$ cat src/rtl/conv_enc_pkg.sv
// Shared types, constraint-length limits and generator tables for the convolutional frame encoder.
package conv_enc_pkg;

    typedef enum logic [1:0] {
        IDLE    = 2'd0,
        COLLECT = 2'd1,
        ENCODE  = 2'd2,
        DRAIN   = 2'd3
    } state_t;

    localparam logic [2:0] K_MIN = 3'd3;
    localparam logic [2:0] K_MAX = 3'd6;

    // Octal generator taps per constraint length; bit K-1 multiplies the current input.
    localparam logic [5:0] G0 [K_MIN:K_MAX] = '{6'o07, 6'o17, 6'o35, 6'o75};
    localparam logic [5:0] G1 [K_MIN:K_MAX] = '{6'o05, 6'o15, 6'o23, 6'o53};

    function automatic logic [2:0] tail_len(input logic [2:0] k, input logic flush);
        return flush ? (k - 3'd1) : 3'd0;
    endfunction

endpackage

$ cat src/rtl/conv_enc_core.sv
// Rate-1/2 encoder window: pair_nxt is the parity of the current bit, pair is its registered copy.
// One bit per enabled cycle; holds history and pair when en is low.
module conv_enc_core
    import conv_enc_pkg::*;
(
    input  logic       clk,
    input  logic       rst,
    input  logic       clr,
    input  logic       en,
    input  logic [2:0] k,
    input  logic       bit_in,
    output logic [1:0] pair,
    output logic [1:0] pair_nxt
);

    logic [4:0] hist;
    logic [5:0] w;
    logic [2:0] km1;

    assign km1 = k - 3'd1;

    // hist[0] is the previous bit, hist[j] the bit j+1 steps back.
    always_comb begin
        w = '0;
        for (int i = 0; i < 6; i++) begin
            if (3'(i) == km1)
                w[i] = bit_in;
            else if (3'(i) < km1)
                w[i] = hist[km1 - 3'd1 - 3'(i)];
        end
    end

    assign pair_nxt = {^(w & G1[k]), ^(w & G0[k])};

    always_ff @(posedge clk) begin
        if (rst || clr) begin
            hist <= '0;
            pair <= '0;
        end else if (en) begin
            hist <= {hist[3:0], bit_in};
            pair <= pair_nxt;
        end
    end

endmodule

$ cat src/rtl/conv_frame_encoder.sv
// Buffers a frame from the UART receiver and streams its convolutional encoding, 4 input bits per output byte.
// First byte valid 4 cycles into ENCODE; the encoder stalls only when a completed byte finds the output register full.
module conv_frame_encoder
    import conv_enc_pkg::*;
#(
    parameter int FRAME_BYTES = 4,
    parameter bit TAIL_FLUSH  = 1
) (
    input  logic       clk,
    input  logic       rst,
    input  logic       rx_valid,
    input  logic [7:0] rx_data,
    input  logic [2:0] k_sel,
    input  logic       abort,
    output logic [7:0] tx_data,
    output logic       tx_valid,
    input  logic       tx_ready,
    output logic       busy,
    output logic       frame_done,
    output logic       k_err,
    output logic       rx_overrun
);

    localparam int FBW = 8 * FRAME_BYTES;

    state_t           state, state_nxt;
    logic [FBW-1:0]   frame_q;
    logic [FBW-1:0]   bit_sel;
    logic [4:0]       byte_cnt;
    logic [7:0]       bit_cnt;
    logic [7:0]       nbits;
    logic [2:0]       k_q;
    logic [3:0]       pack;
    logic [7:0]       partial;
    logic [1:0]       pair_q, pair_nxt;
    logic             partial_pend;
    logic             start, last_byte, last_bit, hs, stall, enc_en, data_bit;

    assign start     = (state == IDLE) && rx_valid && !abort;
    assign last_byte = (byte_cnt == 5'(FRAME_BYTES - 1));
    assign hs        = tx_valid && tx_ready;
    assign stall     = (bit_cnt[1:0] == 2'd3) && tx_valid && !tx_ready;
    assign enc_en    = (state == ENCODE) && !stall && !abort;
    assign nbits     = 8'(FBW) + 8'(tail_len(k_q, TAIL_FLUSH));
    assign last_bit  = (bit_cnt == nbits - 8'd1);
    assign busy      = (state != IDLE);

    // Indices past the data select nothing, which yields the zero tail bits.
    assign bit_sel  = {{(FBW-1){1'b0}}, 1'b1} << bit_cnt;
    assign data_bit = |(frame_q & bit_sel);

    conv_enc_core u_core (
        .clk      (clk),
        .rst      (rst),
        .clr      (abort || start),
        .en       (enc_en),
        .k        (k_q),
        .bit_in   (data_bit),
        .pair     (pair_q),
        .pair_nxt (pair_nxt)
    );

    // Slots 0/1 live in pack, the newest slot in pair_q.
    always_comb begin
        case (nbits[1:0])
            2'd1:    partial = {6'b0, pair_q};
            2'd2:    partial = {4'b0, pair_q, pack[1:0]};
            default: partial = {2'b0, pair_q, pack};
        endcase
    end

    always_comb begin
        state_nxt = state;
        case (state)
            IDLE:    if (start) state_nxt = last_byte ? ENCODE : COLLECT;
            COLLECT: if (rx_valid && last_byte) state_nxt = ENCODE;
            ENCODE:  if (enc_en && last_bit) state_nxt = DRAIN;
            DRAIN:   if (!partial_pend && (hs || !tx_valid)) state_nxt = IDLE;
            default: state_nxt = IDLE;
        endcase
        if (abort)
            state_nxt = IDLE;
    end

    always_ff @(posedge clk) begin
        if (rst)
            state <= IDLE;
        else
            state <= state_nxt;
    end

    always_ff @(posedge clk) begin
        if (rst) begin
            frame_q      <= '0;
            byte_cnt     <= '0;
            bit_cnt      <= '0;
            k_q          <= K_MIN;
            pack         <= '0;
            partial_pend <= 1'b0;
            tx_data      <= '0;
            tx_valid     <= 1'b0;
            frame_done   <= 1'b0;
            k_err        <= 1'b0;
            rx_overrun   <= 1'b0;
        end else begin
            frame_done <= (state == DRAIN) && (state_nxt == IDLE) && !abort;

            if (start) begin
                if (k_sel < K_MIN || k_sel > K_MAX) begin
                    k_q   <= K_MIN;
                    k_err <= 1'b1;
                end else begin
                    k_q <= k_sel;
                end
            end

            if (rx_valid && (state == ENCODE || state == DRAIN))
                rx_overrun <= 1'b1;

            if (abort) begin
                byte_cnt     <= '0;
                bit_cnt      <= '0;
                pack         <= '0;
                partial_pend <= 1'b0;
                tx_data      <= '0;
                tx_valid     <= 1'b0;
            end else begin
                if (start || (state == COLLECT && rx_valid)) begin
                    for (int i = 0; i < FRAME_BYTES; i++)
                        if (byte_cnt == 5'(i))
                            frame_q[8*i +: 8] <= rx_data;
                    byte_cnt <= last_byte ? 5'd0 : byte_cnt + 5'd1;
                end

                if (enc_en) begin
                    bit_cnt <= last_bit ? 8'd0 : bit_cnt + 8'd1;
                    case (bit_cnt[1:0])
                        2'd1:    pack[1:0] <= pair_q;
                        2'd2:    pack[3:2] <= pair_q;
                        default: ;
                    endcase
                    if (last_bit)
                        partial_pend <= (nbits[1:0] != 2'd0);
                end

                if (enc_en && bit_cnt[1:0] == 2'd3) begin
                    tx_data  <= {pair_nxt, pair_q, pack};
                    tx_valid <= 1'b1;
                end else if (state == DRAIN && partial_pend && (!tx_valid || tx_ready)) begin
                    tx_data      <= partial;
                    tx_valid     <= 1'b1;
                    partial_pend <= 1'b0;
                end else if (hs) begin
                    tx_valid <= 1'b0;
                end
            end
        end
    end

endmodule

$ cat config.mk
export PLATFORM = sky130hd
export DESIGN_NAME = conv_frame_encoder
export DESIGN_NICKNAME = d
export VERILOG_FILES = /design/src/rtl/conv_enc_pkg.sv /design/src/rtl/conv_enc_core.sv /design/src/rtl/conv_frame_encoder.sv
export SDC_FILE = /design/constraint.sdc
export NUM_CORES = 1
export LEC_CHECK = 0
export BUFFER_PORTS_ARGS = -buffer_cell sky130_fd_sc_hd__buf_4
export CORE_UTILIZATION = 55
export DETAILED_ROUTE_END_ITERATION = 8
export PLACE_DENSITY = 0.74
export REMOVE_ABC_BUFFERS = 1
export SETUP_SLACK_MARGIN = 0.05
export SKIP_CTS_REPAIR_TIMING = 1
export SYNTH_ARGS = -nofsm -noshare
export SYNTH_HDL_FRONTEND = slang
export SYNTH_SLANG_ARGS = --single-unit
$ cat constraint.sdc
create_clock -name clk -period 10.4 [get_ports clk]
set_input_delay 1.04 -clock clk [delete_from_list [all_inputs] [get_ports clk]]
set_output_delay 1.04 -clock clk [all_outputs]
set_load 0.03 [all_outputs]
==> results.txt, run 1 <==
Yosys printed 0 warnings. For the final routed database, the setup TNS stands at 0 ps. For the highest clock rate, the log shows 0.206 GHz. The area growth from synthesis to layout came out at 10.1%.

After layout, the design draws a total of 571 µW. Summing all placed instances gives a cell area of 4430 µm². In the final layout, the multi-input gates occupy 2550 µm². The total overflow reported by the global router came out at 0.

In the layout the commonest cells are sky130_fd_sc_hd__nor2_1, sky130_fd_sc_hd__dfxtp_1, sky130_fd_sc_hd__nand2_1. The width of the die came out at 89.4 µm. For this design the top-level I/O count stands at 29. The tools report the largest voltage drop on the vdd net as 0.112 mV. The run gives 0 as the hold violation count in the final report. In the synthesized netlist, the number of instances is 497.

The fill cell total of the finished layout came out at 642. The run finished with clean final reports. TritonCTS built the clock tree. The logs give 2 for the buffer depth of the longest clock path and 0.940 for the global placement routability congestion. The transition time of the tightest slew-check pin came out at 892 ps. The min-delay analysis places its worst path in the category reg2reg. The maximum number of pins on one net before global-route repair is 40, and the total of max-cap violations is 0. The floorplan core area is 7330 µm², and the count of flip-flops with a built-in enable after synthesis is 0. Initial antenna violation count: 0. For the number of global-route vias before repair, the log shows 3150. The post-route clock period utilization is 0.467. Registers take 1480 µm². Synthesis instantiated 60 different standard cells from the library.

Post-route antenna net violation count: 0. In the final routed layout, each cell accounts on average for 15.3 µm. The static leakage is 1.95 nW, and the number of pins exceeding their max-slew limit in the final report is 0.

The core utilization of the finished layout was 0.632; the cell area after layout was 4630 µm². The worst setup skew after layout came out at 16.5 ps. At the later pin of the worst-skew pair, clock insertion delay measures 360 ps. In this run, synthesis produced a sequential element count of 74.

Detailed placement ended at an HPWL of 6.72 mm. Setup repair after global routing left no endpoint under its margin. The number of standard-cell rows in the floorplan is 31.

The routed design could run at a clock period as short as 4860 ps. The total global routing track utilization came out at 0.248. The worst setup path is of the reg2reg kind. The first global-routing pass estimated 15.1 mm of wire. The run gives 10700 ps as the endpoint required time on the critical path.

The setup-violating endpoint count in the final report came out at 0. 0 antenna diodes ended up in the layout. The routed design has 9.41 mm of wire. For the number of DRC violations after detailed-routing iteration 0, the log shows 147.

The total via count after detailed routing was 3587; the fraction of registers with async set/reset was 0. The count of buffers added on input and output ports is 28. For this run, the post-layout net count is 541. The level count of the clock H-tree was 3; the count of clock tree sinks was 74. In the routed design, unresolved DRC markers number 0. The die covers 8000 µm². Dividing the detail-routed via count by the number of cells gives 5.84. The worst endpoint data arrival time was 5160 ps. The final-layout worst hold slack was 464 ps; the area of the mapped netlist was 4210 µm². The fraction of final layout cells sized beyond drive strength 1 is 0.115. The clock-pin transition on the worst setup and hold timing paths was 90 ps. Each instance of the synthesized netlist takes up on average 8.46 µm². The initial standard-cell utilization of the core is 0.574, and the ratio of total power to cell area is 123 nW/µm². For this run, the leading register cell type out of synthesis is sky130_fd_sc_hd__dfxtp_1. The element type at the critical path start was a flip-flop.

The tools report the share of synthesized area occupied by flip-flops and latches as 0.352. The tools report the relative slew slack as 0.405. STA classifies the critical path endpoint as a flip-flop. TritonCTS created 9 clock buffers.

The first TritonRoute pass finished after 4 iterations. The maximum fanout encountered on the critical timing path came out at 20. From bottom edge to top edge, the die measures 89.4 µm. The tree is rooted in a sky130_fd_sc_hd__clkbuf_8.
==> cell usage after synthesis (4+ instances only) <==
cell type,count,area (µm²)
sky130_fd_sc_hd__mux4_2,5,113
sky130_fd_sc_hd__mux2i_1,45,450
sky130_fd_sc_hd__a31oi_1,5,31.3
sky130_fd_sc_hd__nand3_1,20,100
sky130_fd_sc_hd__nand2b_1,7,43.8
sky130_fd_sc_hd__o21ai_0,12,60.1
sky130_fd_sc_hd__xnor2_1,5,43.8
sky130_fd_sc_hd__nor4_1,4,25.0
sky130_fd_sc_hd__and2_1,4,25.0
sky130_fd_sc_hd__nand2_1,47,176
sky130_fd_sc_hd__a22oi_1,4,30.0
sky130_fd_sc_hd__a32oi_1,4,35.0
sky130_fd_sc_hd__nor3_1,12,60.1
sky130_fd_sc_hd__ha_1,15,188
sky130_fd_sc_hd__inv_1,15,56.3
sky130_fd_sc_hd__nand4_1,10,62.6
sky130_fd_sc_hd__nor3b_1,6,45.0
sky130_fd_sc_hd__xor2_1,12,105
sky130_fd_sc_hd__buf_2,7,35.0
sky130_fd_sc_hd__dfxtp_1,74,1480
sky130_fd_sc_hd__a211oi_1,7,52.6
sky130_fd_sc_hd__nand3b_1,7,52.6
sky130_fd_sc_hd__nor2_1,74,278
sky130_fd_sc_hd__clkbuf_1,14,52.6
sky130_fd_sc_hd__a21oi_1,30,150
==> registers in the layout, indices dropped and copies added, names as in the netlist, 2 cells and up <==
register     flops
byte_cnt         5
pack             4
state            2
frame_q         32
k_q              3
bit_cnt          8
u_core.hist      5
u_core.pair      2
tx_data          8
==> layout make-up <==
| type | count | area share |
|---|---|---|
| clock buffer | 9 | 0.0267 |
| tap | 99 | 0.0267 |
| sequential | 74 | 0.320 |
| timing repair buffer | 28 | 0.0454 |
| multi-input combinational | 382 | 0.551 |
| clock inverter | 7 | 0.0178 |
| inverter | 15 | 0.0122 |
==> where the power goes <==
group          internal (mW)  switching, mW
clock network          0.115          0.119
logic                 0.0195         0.0289
registers              0.286        0.00285
==> kinds of logic (layout without fill, tap and decap cells) <==
| group | after synthesis | after routing | synth area share |
|---|---|---|---|
| adders and majority gates | 15 | 15 | 0.0446 |
| AOI/OAI and AO/OA | 87 | 87 | 0.141 |
| muxes | 54 | 54 | 0.145 |
| DFF | 74 | 74 | 0.352 |
| xor gates and xnor gates | 18 | 18 | 0.0411 |
| and+or+nand+nor | 208 | 208 | 0.236 |
| buffers and inverters | 41 | 59 | 0.0405 |
==> layer usage <==
metal  vias to the layer above  global-route usage  share of wire
met5                         -                   0              0
met4                         0              0.0880          0.021
met3                        19              0.0406          0.028
met2                        72               0.421           0.50
met1                      1695               0.319           0.46
li1                       1801                   -              -
==> worst paths after layout <==
path	startpoint	to	slack (ps)	cells after the start
max reg2reg	k_q[0]	u_core.pair[1]	5540	14
max	k_q[0]	u_core.pair[1]	5540	14
min reg2reg	pack[2]	pack[2]	460	2
min	pack[2]	pack[2]	460	2
==> stage by stage <==
step / cells / setup WS [ps]
5_1_grt: 614 / 5180
3_5_place_dp: 598 / 5590
3_3_place_gp: 598 / 5780
4_1_cts: 614 / 5560
6_report: 614 / 5540
2_1_floorplan: 471 / 6120
==> worst max-delay path: stages (launching register included) <==
cell	delay (ps)
sky130_fd_sc_hd__dfxtp_1	770
sky130_fd_sc_hd__inv_1	270
sky130_fd_sc_hd__ha_1	270
sky130_fd_sc_hd__inv_1	50
sky130_fd_sc_hd__ha_1	280
sky130_fd_sc_hd__ha_1	660
sky130_fd_sc_hd__a21oi_1	80
sky130_fd_sc_hd__a2bb2oi_1	150
sky130_fd_sc_hd__nor4_1	570
sky130_fd_sc_hd__a22oi_1	180
sky130_fd_sc_hd__or4_1	490
sky130_fd_sc_hd__and3_4	170
sky130_fd_sc_hd__xor3_1	400
sky130_fd_sc_hd__or3_1	390
sky130_fd_sc_hd__nand3_1	80
No activity file was read; power rests on OpenSTA's default activity.
==> run 2: changes to the inputs <==
==> constraint.sdc (replaced) <==
create_clock -name clk -period 4.8 [get_ports clk]
set_input_delay 0.48 -clock clk [delete_from_list [all_inputs] [get_ports clk]]
set_output_delay 0.48 -clock clk [all_outputs]
set_load 0.03 [all_outputs]
==> run 2 against run 1 <==
Compared with the run above:
- register-to-register slack worse by 5100 ps
- core utilization is 0.15 points higher
- sequential power is 120% higher
- first-iteration DRC count is 64% higher
- die area stayed put
- setup slack worse by 5100 ps
- power is 120% higher
- design area is 0.24% higher
- count of clock-buffer cells in the layout is 1 higher
- clock skew is 4.6 ps lower
- flip-flop and latch count stayed put
- final cell count is 0.16% higher
- largest power group unchanged
==> results.txt, run 2 (synthesized netlist as in run 1, its figures left out) <==
The tools report the setup-violating endpoint count in the final report as 0 (unchanged). The hold violation count in the final report was 0 (unchanged); the global placement routability congestion was 0.971 (+3.4%). The clock insertion delay at the later pin of the skew report came out at 350 ps (about the same).

Setup repair after global routing left no endpoint under its margin. The average routed wire per standard cell was 15.0 µm (-2.2%); the clock-pin transition on the worst setup and hold timing paths was 90 ps (about the same). The post-route clock period utilization came out at 0.908 (+0.440). The logs give 3634 (+1.3%) for the total via count after detailed routing and 9.22 mm (-2.0%) for the detailed-route wire length. Clock tree synthesis selected as its root buffer the cell sky130_fd_sc_hd__clkbuf_8.

The detailed-route DRC error count was 0 (unchanged); the buffer depth of the longest clock path was 2 (unchanged). The count of antenna diodes in the layout was 0 (unchanged). The post-route antenna net violation count came out at 0 (unchanged). The core utilization of the finished layout was 0.633 (+0.00154); the via count normalized by instance count was 5.91 (+1.1%).

The final layout net count came out at 542 (+0.18%). For the static leakage, the log shows 1.96 nW (+0.46%). The path with the worst hold slack has its endpoint at frame_q[16]. The total of max-cap violations was 0 (unchanged).

The floorplan core area was 7330 µm² (unchanged). The run gives 599 (+0.17%) as the number of cells in the design after placement. The run gives 443 ps (-5100 ps) as the final worst setup slack.

The tools report the total global routing track utilization as 0.244 (-0.00371). Number of DRC violations after detailed-routing iteration 0: 241 (+64%). The delay of the slowest cell on the worst path works out to 660 ps (-110 ps). Transition time of the tightest slew-check pin: 956 ps (+64.4 ps).

The number of iterations in the first detailed-routing pass came out at 5 (+1). The floorplan die height works out to 89.4 µm (unchanged). For the estimated wirelength of the detail-placed design, the log shows 6.67 mm (-0.81%). For the endpoint required time on the critical path, the log shows 5090 ps (-5610 ps). The run gives 0.210 mV (+87%) as the largest voltage drop on the vdd net. The worst setup path is captured at a flip-flop. The final sum of negative setup slack came out at 0 ps (unchanged).

TritonCTS built the clock tree. Number of pins exceeding their max-slew limit in the final report: 0 (unchanged). The count of clock tree sinks is 74 (unchanged), and the number of cells on the worst reg-to-reg path is 14 (unchanged). Port buffer count: 28 (unchanged).

Worst setup skew after layout: 11.9 ps (-4.60 ps). Type of the worst min-delay path: in2reg. The maximum number of pins on one net before global-route repair came out at 40 (unchanged). The full die area is 8000 µm² (unchanged). STA classifies the critical path startpoint as a flip-flop. The wire length of the first global-routing pass is 15.1 mm (+0.37%), and the flip-flop count of the largest register after layout is 32 (unchanged). The flow ran to the end, and the final reports show no timing, DRC or antenna violations. The library cells used most frequently in the layout, excluding fill and tap cells, are sky130_fd_sc_hd__nor2_1, sky130_fd_sc_hd__dfxtp_1, sky130_fd_sc_hd__nand2_1.

Number of global-route vias before repair: 3233 (+2.6%). The worst endpoint data arrival time is 4640 ps (-520 ps). For the number of standard-cell rows in the floorplan, the log shows 31 (unchanged).

The cell with the largest stage delay on the worst path is sky130_fd_sc_hd__ha_1. The number of buffers inserted during clock tree synthesis was 9 (unchanged); the width of the die was 89.4 µm (unchanged). For the final-layout worst hold slack, the log shows 389 ps (-74.6 ps). The maximum fanout encountered on the critical timing path is 16 (-20%), and the cell depth of the worst hold path is 3 (+1). The clock period minus final worst setup slack is 4360 ps (-503 ps).

Largest register by flop count: frame_q. The worst register-to-register path ends at u_core.pair[1]. The fraction of final layout cells sized beyond drive strength 1 is 0.116 (+0.00172). The largest registers in the layout are frame_q (32), bit_cnt (8), tx_data (8).

Counting stages on the worst path, the most repeated cell is sky130_fd_sc_hd__ha_1. For the highest clock rate, the log shows 0.230 GHz (+12%). The tools report the level count of the clock H-tree as 3 (unchanged).

For the total overflow reported by the global router, the log shows 0 (unchanged). The number of cells in the finished layout apart from fillers was 615 (+0.16%). The run gives 29 (unchanged) as the number of ports placed on the die boundary. Area growth from synthesis to layout: 10.4%. The worst hold path begins at rx_data[0]. By startpoint and endpoint, the worst setup path is classified as reg2reg.

The logs give 0.362 (-0.0430) for the relative slew slack and 0.574 (unchanged) for the initial standard-cell utilization of the core. The worst-case register-to-register setup slack was 440 ps (-5100 ps). The run gives 0 (unchanged) as the initial antenna violation count. The ratio of total power to cell area came out at 265 nW/µm² (+110%).

The beginning of the worst register-to-register path is k_q[1]. Setup slack at placement: 533 ps (-5060 ps). Traced cell by cell, the critical path runs through inv_1, ha_1, inv_1, ha_1, ha_1, a21oi_1, a2bb2oi_1, nor4_1, a22oi_1, or4_1, and3_4, xor3_1, or3_1, nand3_1.
==> run 2: cell count changes in the layout (fill, tap and decap cells not counted) <==
cell                         change
sky130_fd_sc_hd__clkinvlp_4      -1
sky130_fd_sc_hd__inv_8           -1
sky130_fd_sc_hd__clkbuf_8        +1
sky130_fd_sc_hd__clkinv_4        +2
sky130_fd_sc_hd__inv_6           -1
sky130_fd_sc_hd__buf_4           +1
==> run 2: report_power, final <==
part	switching, mW	internal, mW
Sequential	0.00454	0.620
Clock	0.239	0.260
Combinational	0.0636	0.0426
==> run 2: worst max path at each step <==
stage                 from              to  slack (ps)
detailed placement  k_q[1]  u_core.pair[1]         530
finish              k_q[1]  u_core.pair[1]         440
global route        k_q[1]  u_core.pair[1]         170
floorplan           k_q[0]  u_core.pair[1]         520
CTS                 k_q[1]  u_core.pair[1]         500
global placement    k_q[0]  u_core.pair[1]         690
==> run 2: critical path: cells and delay by family, from the launching register on <==
| family | cells | cell delay (ps) |
|---|---|---|
| buf+inv | 2 | 160 |
| compound gates | 3 | 410 |
| xor+xnor | 1 | 400 |
| fa+ha+maj | 3 | 1120 |
| flops | 1 | 430 |
| simple gates | 5 | 1770 |
==> run 2: area by class of cell <==
type                            instances  area [µm²]
Multi-Input combinational cell        382        2550
Inverter                               15        56.3
Clock buffer                           10         138
Clock inverter                          6        72.6
Fill cell                             638        2690
Timing Repair Buffer                   29         218
Sequential cell                        74        1480
Tap cell                               99         124
==> run 2: routing by layer <==
metal	global-route usage	vias up	wire, µm
met5	0	-	0
met4	0.0548	0	102
met3	0.0508	10	380
met2	0.429	85	4570
met1	0.308	1737	4160
li1	-	1802	-
==> run 2: per-stage QoR <==
stage / instance area, µm² / total power [mW]
global placement: 4430 / 0.741
finish: 4640 / 1.23
global route: 4640 / 1.28
floorplan: 4090 / 0.707
detailed placement: 4430 / 0.743
CTS: 4640 / 1.24
